--- config.mk ---
export PLATFORM = sky130hd
export DESIGN_NAME = packet_serial_rx
export DESIGN_NICKNAME = d
export VERILOG_FILES = /design/src/rtl/packet_serial_rx.sv
export SDC_FILE = /design/constraint.sdc
export NUM_CORES = 1
export LEC_CHECK = 0
export ABC_AREA = 1
export CORE_ASPECT_RATIO = 0.9
export CORE_MARGIN = 8
export CORE_UTILIZATION = 45
export CTS_CLUSTER_DIAMETER = 50
export DETAILED_ROUTE_END_ITERATION = 7
export PLACE_DENSITY_LB_ADDON = 0.12
export SLEW_MARGIN = 20
export SYNTH_ARGS = -nofsm -noshare
export SYNTH_HDL_FRONTEND = slang
export SYNTH_SLANG_ARGS = --single-unit
--- constraint.sdc ---
create_clock -name clk -period 3.5 [get_ports clk]
set_input_delay 0.875 -clock clk [delete_from_list [all_inputs] [get_ports clk]]
set_output_delay 0.875 -clock clk [all_outputs]
set_load 0.005 [all_outputs]
--- src/rtl/packet_serial_rx.sv ---
// rtl/packet_serial_rx.sv - receiver for multi-byte 8N1 packets with stop-bit and inter-byte timeout checks
module packet_serial_rx #(
  parameter int CLK_PER_BIT  = 54166,
  parameter int PKT_LENGTH   = 288,
  parameter int TIMEOUT_BITS = 20
) (
  input  logic                  clk,
  input  logic                  rst_n,
  input  logic                  rx,
  output logic [PKT_LENGTH-1:0] data,
  output logic                  new_data,
  output logic                  busy,
  output logic                  frame_err,
  output logic                  timeout_err
);

  localparam int NBYTES  = PKT_LENGTH / 8;
  localparam int TMO_CYC = TIMEOUT_BITS * CLK_PER_BIT;
  localparam int CW      = $clog2(TMO_CYC + 1);
  localparam int IW      = (NBYTES > 1) ? $clog2(NBYTES) : 1;

  localparam logic [CW-1:0] HALF_M1  = CW'(CLK_PER_BIT / 2 - 1);
  localparam logic [CW-1:0] BIT_M1   = CW'(CLK_PER_BIT - 1);
  localparam logic [CW-1:0] TMO_M1   = CW'(TMO_CYC - 1);
  localparam logic [IW-1:0] LAST_IDX = IW'(NBYTES - 1);

  typedef enum logic [2:0] {
    S_IDLE, S_START, S_DATA, S_STOP, S_GAP, S_FWAIT
  } state_t;

  state_t                state_q, state_d;
  logic                  meta_q, rxs_q, rxs_prev_q;
  logic [1:0]            arm_q;
  logic [CW-1:0]         cnt_q, cnt_d;
  logic [CW-1:0]         tmo_q, tmo_d;
  logic [2:0]            bit_q, bit_d;
  logic [IW-1:0]         idx_q, idx_d;
  logic [7:0]            shift_q, shift_d;
  logic                  from_gap_q, from_gap_d;
  logic [PKT_LENGTH-1:0] shadow_q, shadow_d;
  logic [PKT_LENGTH-1:0] data_q, data_d;
  logic                  new_data_q, new_data_d;
  logic                  frame_err_q, frame_err_d;
  logic                  timeout_err_q, timeout_err_d;
  logic                  fall;
  logic                  hit_half, hit_bit, hit_tmo;

  // arm_q keeps the reset-preset synchronizer value from faking a falling edge
  // when the line is already low at reset release.
  always_ff @(posedge clk or negedge rst_n) begin
    if (!rst_n) begin
      meta_q     <= 1'b1;
      rxs_q      <= 1'b1;
      rxs_prev_q <= 1'b1;
      arm_q      <= 2'd0;
    end else begin
      meta_q     <= rx;
      rxs_q      <= meta_q;
      rxs_prev_q <= rxs_q;
      if (arm_q != 2'd3) arm_q <= arm_q + 2'd1;
    end
  end

  assign fall     = (arm_q == 2'd3) && rxs_prev_q && !rxs_q;
  assign hit_half = (cnt_q == HALF_M1);
  assign hit_bit  = (cnt_q == BIT_M1);
  assign hit_tmo  = (tmo_q == TMO_M1);

  always_ff @(posedge clk or negedge rst_n) begin
    if (!rst_n) state_q <= S_IDLE;
    else        state_q <= state_d;
  end

  always_comb begin
    state_d = state_q;
    case (state_q)
      S_IDLE:  if (fall) state_d = S_START;
      S_START: if (hit_half) begin
                 if (!rxs_q)          state_d = S_DATA;
                 else if (from_gap_q) state_d = S_GAP;
                 else                 state_d = S_IDLE;
               end
      S_DATA:  if (hit_bit && bit_q == 3'd7) state_d = S_STOP;
      S_STOP:  if (hit_bit) begin
                 if (!rxs_q)                state_d = S_FWAIT;
                 else if (idx_q == LAST_IDX) state_d = S_IDLE;
                 else                       state_d = S_GAP;
               end
      S_GAP:   if (fall)         state_d = S_START;
               else if (hit_tmo) state_d = S_IDLE;
      S_FWAIT: if (rxs_q) state_d = S_IDLE;
      default: state_d = S_IDLE;
    endcase
  end

  always_comb begin
    cnt_d         = cnt_q;
    tmo_d         = tmo_q;
    bit_d         = bit_q;
    idx_d         = idx_q;
    shift_d       = shift_q;
    from_gap_d    = from_gap_q;
    shadow_d      = shadow_q;
    data_d        = data_q;
    new_data_d    = 1'b0;
    frame_err_d   = 1'b0;
    timeout_err_d = 1'b0;
    case (state_q)
      S_IDLE: if (fall) begin
        cnt_d      = '0;
        tmo_d      = '0;
        idx_d      = '0;
        from_gap_d = 1'b0;
      end
      S_START: begin
        cnt_d = hit_half ? '0 : cnt_q + CW'(1);
        if (hit_half) bit_d = 3'd0;
      end
      S_DATA: begin
        cnt_d = hit_bit ? '0 : cnt_q + CW'(1);
        if (hit_bit) begin
          shift_d = {rxs_q, shift_q[7:1]};
          bit_d   = bit_q + 3'd1;
        end
      end
      S_STOP: begin
        cnt_d = hit_bit ? '0 : cnt_q + CW'(1);
        if (hit_bit) begin
          if (!rxs_q) begin
            frame_err_d = 1'b1;
            idx_d       = '0;
            shadow_d    = '0;
          end else if (idx_q == LAST_IDX) begin
            data_d       = shadow_q;
            data_d[7:0]  = shift_q;
            new_data_d   = 1'b1;
            idx_d        = '0;
          end else begin
            for (int b = 0; b < NBYTES; b++)
              if (idx_q == IW'(NBYTES - 1 - b)) shadow_d[8*b +: 8] = shift_q;
            idx_d = idx_q + IW'(1);
            tmo_d = '0;
          end
        end
      end
      // The timeout count is frozen while a glitch is being qualified in START.
      S_GAP: begin
        if (fall) begin
          cnt_d      = '0;
          from_gap_d = 1'b1;
        end else if (hit_tmo) begin
          timeout_err_d = 1'b1;
          idx_d         = '0;
          shadow_d      = '0;
          tmo_d         = '0;
        end else begin
          tmo_d = tmo_q + CW'(1);
        end
      end
      default: ;
    endcase
  end

  always_ff @(posedge clk or negedge rst_n) begin
    if (!rst_n) begin
      cnt_q         <= '0;
      tmo_q         <= '0;
      bit_q         <= 3'd0;
      idx_q         <= '0;
      shift_q       <= 8'd0;
      from_gap_q    <= 1'b0;
      shadow_q      <= '0;
      data_q        <= '0;
      new_data_q    <= 1'b0;
      frame_err_q   <= 1'b0;
      timeout_err_q <= 1'b0;
    end else begin
      cnt_q         <= cnt_d;
      tmo_q         <= tmo_d;
      bit_q         <= bit_d;
      idx_q         <= idx_d;
      shift_q       <= shift_d;
      from_gap_q    <= from_gap_d;
      shadow_q      <= shadow_d;
      data_q        <= data_d;
      new_data_q    <= new_data_d;
      frame_err_q   <= frame_err_d;
      timeout_err_q <= timeout_err_d;
    end
  end

  assign data        = data_q;
  assign new_data    = new_data_q;
  assign frame_err   = frame_err_q;
  assign timeout_err = timeout_err_q;
  assign busy        = (state_q == S_START) || (state_q == S_DATA) ||
                       (state_q == S_STOP)  || (state_q == S_GAP);

endmodule

; ---- Word level (Yosys, flattened, before mapping)
; Cells that the tools add are included.
[word_totals]
regBits = 639
elab_cells = 295
inputBits = 3
output_inout_bits = 292
[op_classes]
n_addsub = 5
mux = 86
n_eq_ne = 95
reduce_logical = 59
[op_table]
columns = operator, count
row1 = $mux 288, 5
row2 = $pmux 288 s2, 1
row3 = $mux 8, 35
row4 = $reduce_and 6->1, 37
row5 = $mux 21, 8
row6 = $pmux 21 s3, 2
row7 = $ne 3x3->1 const B, 37
row8 = $eq 6x5->1 const B, 16
row9 = $eq 6x4->1 const B, 8
row10 = $add 21x1->21 const B, 2
row11 = $mux 3, 13
row12 = $mux 6, 6
row13 = $eq 6x3->1 const B, 4
row14 = $eq 6x6->1 const B, 4
row15 = $ne 2x2->1 const B, 12
row16 = $eq 21x15->1 const B, 1
row17 = $eq 21x16->1 const B, 1
row18 = $eq 21x21->1 const B, 1
row19 = $pmux 3 s6, 1
row20 = $pmux 6 s3, 1
row21 = $eq 6x2->1 const B, 2
row22 = $mux 1, 12
row23 = $eq 3x3->1 const B, 3
row24 = $add 6x1->6 const B, 1
row25 = 21 further kinds, 32

; ---- Longest topological paths before layout
; Gate-level depths: netlist of the first run.
[depth]
word_depth = 6
ltp_mapped = 13
depth_no_buf = 12

; ---- Worst setup path after synthesis of the first run
; Ideal clock, no wire load.
[synth_timing]
path_type = flip-flop to flip-flop
startpoint = register idx_q[0]
endpoint = register shadow_q[56]
arrival_time_ns = 1.854
path_stages_with_launch = 12
period_less_slack_ns = 1.978
n_path_buf = 3
path_slack_ns = 1.522
setup_ns = 0.124
required_time_ns = 3.376
path_cell_list = dfrtp_1 -> ha_1 -> clkbuf_1 -> nand3_1 -> nor2_2 -> nand2_2 -> nand3_4 -> buf_8 -> buf_12 -> nor2_8 -> nand2_1 -> nand2_1
[synth_between]
elab_chain_cells = 3
elab_cells_between_ends = 5
classes_between = eq/ne (4) / reduce/logical (1)
[synth_rtl]
columns = element, line_no
row1 = "start, declared", 37  ; logic [IW-1:0] idx_q, idx_d;
row2 = "start signal, assigned", 181  ; idx_q <= idx_d;
row3 = $eq 6x5->1 / $eq 6x6->1 (equally long branches), "140, 133"
row4 = $ne 3x3->1 (no line), -
row5 = $reduce_and 6->1 (no line) *, -
row6 = "end signal, assigned", 184  ; shadow_q <= shadow_d;
row7 = "end, declared", 40  ; logic [PKT_LENGTH-1:0] shadow_q, shadow_d;
; Every way passes the cells marked *; elsewhere a longest branch is shown, timed or not.
; A chain may end at the register's enable or synchronous reset.

; ---- Final worst setup path of the first run
[layout_timing]
startpoint = register state_q[0]
endpoint = output port busy
[layout_between]
elab_chain_cells = 4
elab_cells_between_ends = 7
classes_between = eq/ne (4) / reduce/logical (3)
[layout_rtl]
columns = element, line_no
row1 = "start, declared", 31  ; state_t state_q, state_d;
row2 = "start signal, assigned", 71  ; else state_q <= state_d;
row3 = $eq 3x1->1 / $eq 3x2->1 (equally long branches), 196  ; assign busy = (state_q == S_START) || (state_q == S_DATA) ||
row4 = $logic_or 1x1->1 (2 in a row), 196
row5 = $logic_or 1x1->1 *, 197  ; (state_q == S_STOP) || (state_q == S_GAP);
row6 = "end, declared", 12  ; output logic busy,
; Marks and branches as above.

==> results of run 1 <==
[metrics by stage]
step / area, µm² / utilization / std cells
after floorplan: 27800 / - / 3262
after global placement: 31500 / 0.516 / 4247
after detailed placement: 31500 / 0.516 / 4247
after CTS: 34100 / 0.558 / 4385
after global routing: 34100 / 0.558 / 4385
final: 34100 / 0.558 / 4385
[cells by family after synthesis]
family / after synthesis / share of synthesized area
multiplexers: 1 / 0.000405
adder cells (fa/ha/maj): 11 / 0.00495
AO/OA/AOI/OAI: 350 / 0.0636
XOR/XNOR: 18 / 0.00567
buffers and inverters: 246 / 0.0433
flip-flops: 639 / 0.575
AND/OR/NAND/NOR: 1997 / 0.307
[worst paths after layout]
check	end	start	slack, ns	cells after the start
max in group asynchronous	data[196]	rst_n	2.23	3
setup reg to reg	data[236]	idx_q[0]	0.81	9
setup / recovery	busy	state_q[0]	0.45	6
hold / removal	tmo_q[16]	rst_n	0.23	1
hold reg to reg	rxs_q	meta_q	0.36	0
min in group clk	rxs_q	meta_q	0.36	0
[layout make-up]
class,instances,share of cell area
Multi-Input combinational cell,2377,0.313
Clock inverter,37,0.0137
Sequential cell,639,0.469
Inverter,91,0.0102
Timing Repair Buffer,348,0.103
Tap cell,792,0.0290
Clock buffer,101,0.0620
[power by group through the flow]
| stage | sequential [mW] | combinational [mW] | clock, mW |
|---|---|---|---|
| after floorplan | 7.65 | 3.28 | 0 |
| after global placement | 7.67 | 4.45 | 0 |
| after detailed placement | 7.67 | 4.50 | 0 |
| after CTS | 7.54 | 4.51 | 8.25 |
| after global routing | 7.55 | 4.93 | 8.55 |
| final | 7.54 | 4.50 | 8.09 |
[layout by cell type, fill, tap and decap left out, types with 2 or more instances in the layout]
cell | Yosys | routed
nand2_4 | 0 | 2
clkbuf_16 | 0 | 76
clkbuf_1 | 68 | 13
nor3_1 | 7 | 7
nand2_2 | 7 | 5
clkinv_2 | 0 | 10
nand3_4 | 11 | 11
inv_2 | 12 | 11
o2111ai_1 | 2 | 2
nand3_1 | 102 | 102
nor2_4 | 10 | 20
o21ai_0 | 317 | 317
and2_1 | 2 | 2
nor2_8 | 22 | 22
inv_6 | 0 | 12
nand4_1 | 27 | 27
inv_8 | 0 | 3
buf_4 | 8 | 40
clkdlybuf4s50_1 | 0 | 293
a21oi_1 | 12 | 12
nor2_1 | 98 | 90
ha_1 | 11 | 11
inv_1 | 79 | 79
dfrtp_1 | 636 | 636
nand2_1 | 1665 | 1665
o21bai_1 | 2 | 2
xor2_1 | 15 | 15
bufinv_16 | 0 | 8
clkbuf_8 | 0 | 12
clkinv_4 | 0 | 3
o21ai_1 | 15 | 15
nand3_2 | 28 | 28
dfstp_2 | 3 | 3
buf_12 | 4 | 14
nor2_2 | 14 | 12
xnor2_1 | 3 | 3
[metal layers]
layer | part of all wire | wire length (µm) | global-route usage | vias up
li1 | - | - | - | 10867
met1 | 0.45 | 35800 | 0.309 | 11042
met4 | 0.023 | 1840 | 0.0619 | 0
met5 | 0 | 0 | 0 | -
met3 | 0.052 | 4160 | 0.0407 | 119
met2 | 0.48 | 38200 | 0.369 | 605
[registers in the layout, summed over array words and instances (netlist names)]
name	cells
bit_q	3
data	288
meta_q	1
rxs_q	1
new_data	1
tmo_q	21
state_q	3
shadow_q	280
from_gap_q	1
cnt_q	21
idx_q	6
timeout_err	1
arm_q	2
frame_err	1
shift_q	8
rxs_prev_q	1
[critical path, stage by stage, from the launching register on]
cell and delay, ns:
dfrtp_1 0.44, nor2_2 0.19, inv_2 0.10, nor2_4 0.11, inv_2 0.09, nand2_1 0.13
clkdlybuf4s50_1 0.52
[cell usage after synthesis, types with 2 or more instances]
library cell and instances:
inv_2 12, a21oi_1 12, dfstp_2 3, buf_4 8, nand3_1 102, buf_2 59, o2111ai_1 2, nor3_1 7
buf_12 4, nand2_2 7, xnor2_1 3, nand4_1 27, nand3_4 11, nand3_2 28, inv_1 79, ha_1 11
buf_6 13, nor2_8 22, o21ai_1 15, and2_1 2, dfrtp_1 636, clkbuf_1 68, nor2_2 14, nor2_1 98
o21bai_1 2, xor2_1 15, nand2_1 1665, nor2_4 10, o21ai_0 317
==> results_dict.tcl, run 1 <==
set metrics [dict create \
    internal_power_mw 13.3 \
    p_sw_frac 0.337 \
    cts.sinks 639 \
    p_seq_frac 0.375 \
    fp-row-count 86 \
    p_comb_frac 0.224 \
    outcome "finished clean" \
    core-area_um2 61100 \
    clock_power_share 0.402 \
    synth-seq-cells 639 \
    grt_pass1_wl_um 128000 \
    initial_core_util 0.455 \
    crit_fanout 7 \
    syn_to_final_growth_pct 22.8 \
    fin_worst_skew_ns 0.0215 \
    crit_path_end_kind "output pin" \
    tritoncts "built" \
    clk_latency_ns 0.61 \
    rsz0062_at_grt "false" \
    fin_setup_tns_ns 0 \
    cts.clk_slew.worst_paths_ns 0.06 \
    min_path_type "in -> async" \
    maxSlewViolCount 0 \
    first_global_vias 22543 \
    route.vias.total 22633 \
    cts_buffers 75 \
    portBuffers 294 \
    fillers 5508 \
    syn-cell-area_um2 27800 \
    leakagePower_nw 18.1 \
    antenna_left 0 \
    yosysTopAreaCell "dfrtp_1" \
    async_flop_share 1.00 \
    antenna_found_initial 0 \
    antenna_cells 0 \
    cp-start-kind "flip-flop" \
    grtUsageTotal 0.226 \
    multi_input_area_um2 10700 \
    fin_nets 3546 \
    ys_top_cells_by_area "dfrtp_1 (57%), nand2_1 (22%), o21ai_0 (5.7%), nand3_1 (1.8%), nor2_8 (1.6%)" \
    overflow 0 \
    setup_slack_ns 0.451 \
    pre_cts_ws_ns 0.779 \
    cts-root-buf "clkbuf_16" \
    timing.fmax_ghz 0.328 \
    fin_total_pwr_mw 20.1 \
    ys_types 39 \
    drc 0 \
    avgRoutedWirePerCell_um 18.2 \
    post_cts.repair.setup_buffers 0 \
    crit_type "reg -> out" \
    die_x_um 278 \
    grt_max_degree 158 \
    htree_levels 3 \
    max_cap_viol_count 0 \
    place.gp.congestion 0.898 \
    yosys_most_used_dff "dfrtp_1" \
    synthCells 3262 \
    via_per_inst 5.16 \
    synth_top_cell_area_share 0.572 \
    cts_buffer_depth 3 \
    dr.pass1.iters 5 \
    tightest_slew_ns 0.936 \
    peakVddDrop_mv 0.782 \
    synth_edf_count 0 \
    finalCritPeriodShare 0.871 \
    register_area_um2 16000 \
    setup_violations 0 \
    syn-num-nets 3276 \
    die_y_um 252 \
    slew_headroom 0.376 \
    syn_avg_cell_area_um2 8.52 \
    required_ns 2.62 \
    io_pins 295 \
    worst_hold_slack_ns 0.233 \
    ys_warn_count 0 \
    drt_wl_total_um 80000 \
    drt-initial-drc-count 1841 \
    dp_hpwl_um 51600 \
    power_density_nw_per_um2 590 \
    synth-seq-area-share 0.575 \
    finalCriticalPeriod_ns 3.05 \
    cts_resized 0 \
    die_area_um2 70000 \
    postCtsHoldBufs 0 \
    power_switching_mw 6.79 \
    arrival_ns 2.17 \
    final-hold-violation-count 0 \
    drive_above_1_share 0.0827 \
]
Power figures use the tool's default switching activity.
==> run 2: changes to the inputs <==
Settings changed: CORE_ASPECT_RATIO 0.9 to not set.
==> results_dict.tcl, run 2 (synthesis results as in run 1) <==
set metrics [dict create \
    outcome "finished clean" \
    reg2reg_slack_ns 0.61 \
    cp_common_cell "inv_2" \
    antenna_cells 0 \
    final_common_cell "nand2_1" \
    via_per_inst 5.18 \
    reg2reg_from "idx_q[0]" \
    worstReg2RegEnd "data[94]" \
    crit_path_end_kind "output pin" \
    fin_nets 3530 \
    antenna_found_initial 0 \
    r2r_cells 8 \
    max_cap_viol_count 0 \
    tritoncts "built" \
    die_area_um2 70000 \
    antenna_left 0 \
    htree_levels 3 \
    maxSlewViolCount 0 \
    fin_worst_skew_ns 0.0219 \
    dp_hpwl_um 52200 \
    min_path_type "in -> async" \
    drt-initial-drc-count 1688 \
    io_pins 295 \
    syn_to_final_growth_pct 22.0 \
    drc 0 \
    tightest_slew_ns 1.20 \
    cts_resized 0 \
    fillers 5612 \
    route.vias.total 22639 \
    first_global_vias 23002 \
    cp-start-kind "flip-flop" \
    overflow 0 \
    critPathTopFamily "buffers and inverters" \
    fin_setup_tns_ns 0 \
    core-area_um2 61400 \
    cts_buffers 77 \
    final-hold-violation-count 0 \
    cts.sinks 639 \
    grtUsageTotal 0.230 \
    die_y_um 265 \
    arrival_ns 2.31 \
    finalCritPeriodShare 0.909 \
    final_cell_mix "nand2_1 (1,665), dfrtp_1 (636), o21ai_0 (317), clkdlybuf4s50_1 (293), nand3_1 (102)" \
    place.gp.congestion 0.922 \
    cpPeakStageDelay_ns 0.52 \
    grt_pass1_wl_um 130000 \
    slew_headroom 0.197 \
    drive_above_1_share 0.0777 \
    cts-root-buf "clkbuf_16" \
    pre_cts_ws_ns 0.632 \
    largest_reg_flops 288 \
    clk_latency_ns 0.61 \
    rsz0062_at_grt "false" \
    drt_wl_total_um 80900 \
    initial_core_util 0.453 \
    worst_hold_slack_ns 0.264 \
    dr.pass1.iters 5 \
    grt_max_degree 200 \
    post_cts.repair.setup_buffers 0 \
    cts.clk_slew.worst_paths_ns 0.06 \
    avgRoutedWirePerCell_um 18.5 \
    cts_buffer_depth 3 \
    crit_slowest_cell "clkdlybuf4s50_1" \
    fin_total_pwr_mw 19.7 \
    postCtsHoldBufs 0 \
    timing.fmax_ghz 0.314 \
    crit_type "reg -> out" \
    leakagePower_nw 17.9 \
    setup_slack_ns 0.317 \
    crit_buf_inv 3 \
    power_density_nw_per_um2 582 \
    peakVddDrop_mv 0.748 \
    die_x_um 265 \
    finalCriticalPeriod_ns 3.18 \
    portBuffers 294 \
    crit_chain "nor2_2 > inv_2 > nor2_4 > inv_2 > nand2_1 > clkdlybuf4s50_1" \
    setup_violations 0 \
    fp-row-count 91 \
    required_ns 2.62 \
    crit_fanout 7 \
]
-- run 2: cell count changes in the layout (fill, tap and decap cells not counted), moves of 3 or more --
cell,before,now
clkinvlp_4,1,4
inv_6,12,6
clkbuf_1,13,18
clkbuf_8,12,15
buf_4,40,24
bufinv_16,8,3
-- run 2: how the worst max path moves through the flow --
stage / depth (start not counted) / slack (ns) / startpoint / endpoint
3_3_place_gp: 8 / 0.66 / idx_q[0] / data[94]
4_1_cts: 6 / 0.27 / state_q[0] / busy
6_report: 6 / 0.32 / state_q[0] / busy
5_1_grt: 6 / 0.21 / state_q[0] / busy
2_1_floorplan: 11 / 1.52 / idx_q[0] / shadow_q[56]
3_5_place_dp: 8 / 0.63 / idx_q[0] / data[94]
-- run 2: cell type report --
class / count / area, µm² / share of cell area
timing repair buffer: 330 / 3370 / 0.0993
multi-input combinational: 2377 / 10700 / 0.315
sequential: 639 / 16000 / 0.472
tap: 790 / 988 / 0.0292
clock buffer: 111 / 2230 / 0.0656
clock inverter: 31 / 308 / 0.00908
inverter: 91 / 349 / 0.0103
-- run 2: metrics by stage --
stage	std cells	utilization	cell area [µm²]
after global placement	4227	0.511	31400
after floorplan	3262	-	27800
final	4369	0.553	33900
after CTS	4369	0.553	33900
after global routing	4369	0.553	33900
after detailed placement	4227	0.511	31400
-- run 2: report_power, final --
group / internal [mW] / leakage [nW] / switching [mW]
combinational: 0.911 / 7.78 / 3.40
clock: 4.69 / 1.24 / 3.19
sequential: 7.45 / 8.90 / 0.0928
-- run 2: metal layers --
metal / GRT usage / part of all wire / vias up
met5: 0 / 0 / -
met4: 0.0749 / 0.026 / 0
met3: 0.0371 / 0.049 / 136
met2: 0.391 / 0.49 / 550
met1: 0.300 / 0.44 / 11126
li1: - / - / 10827
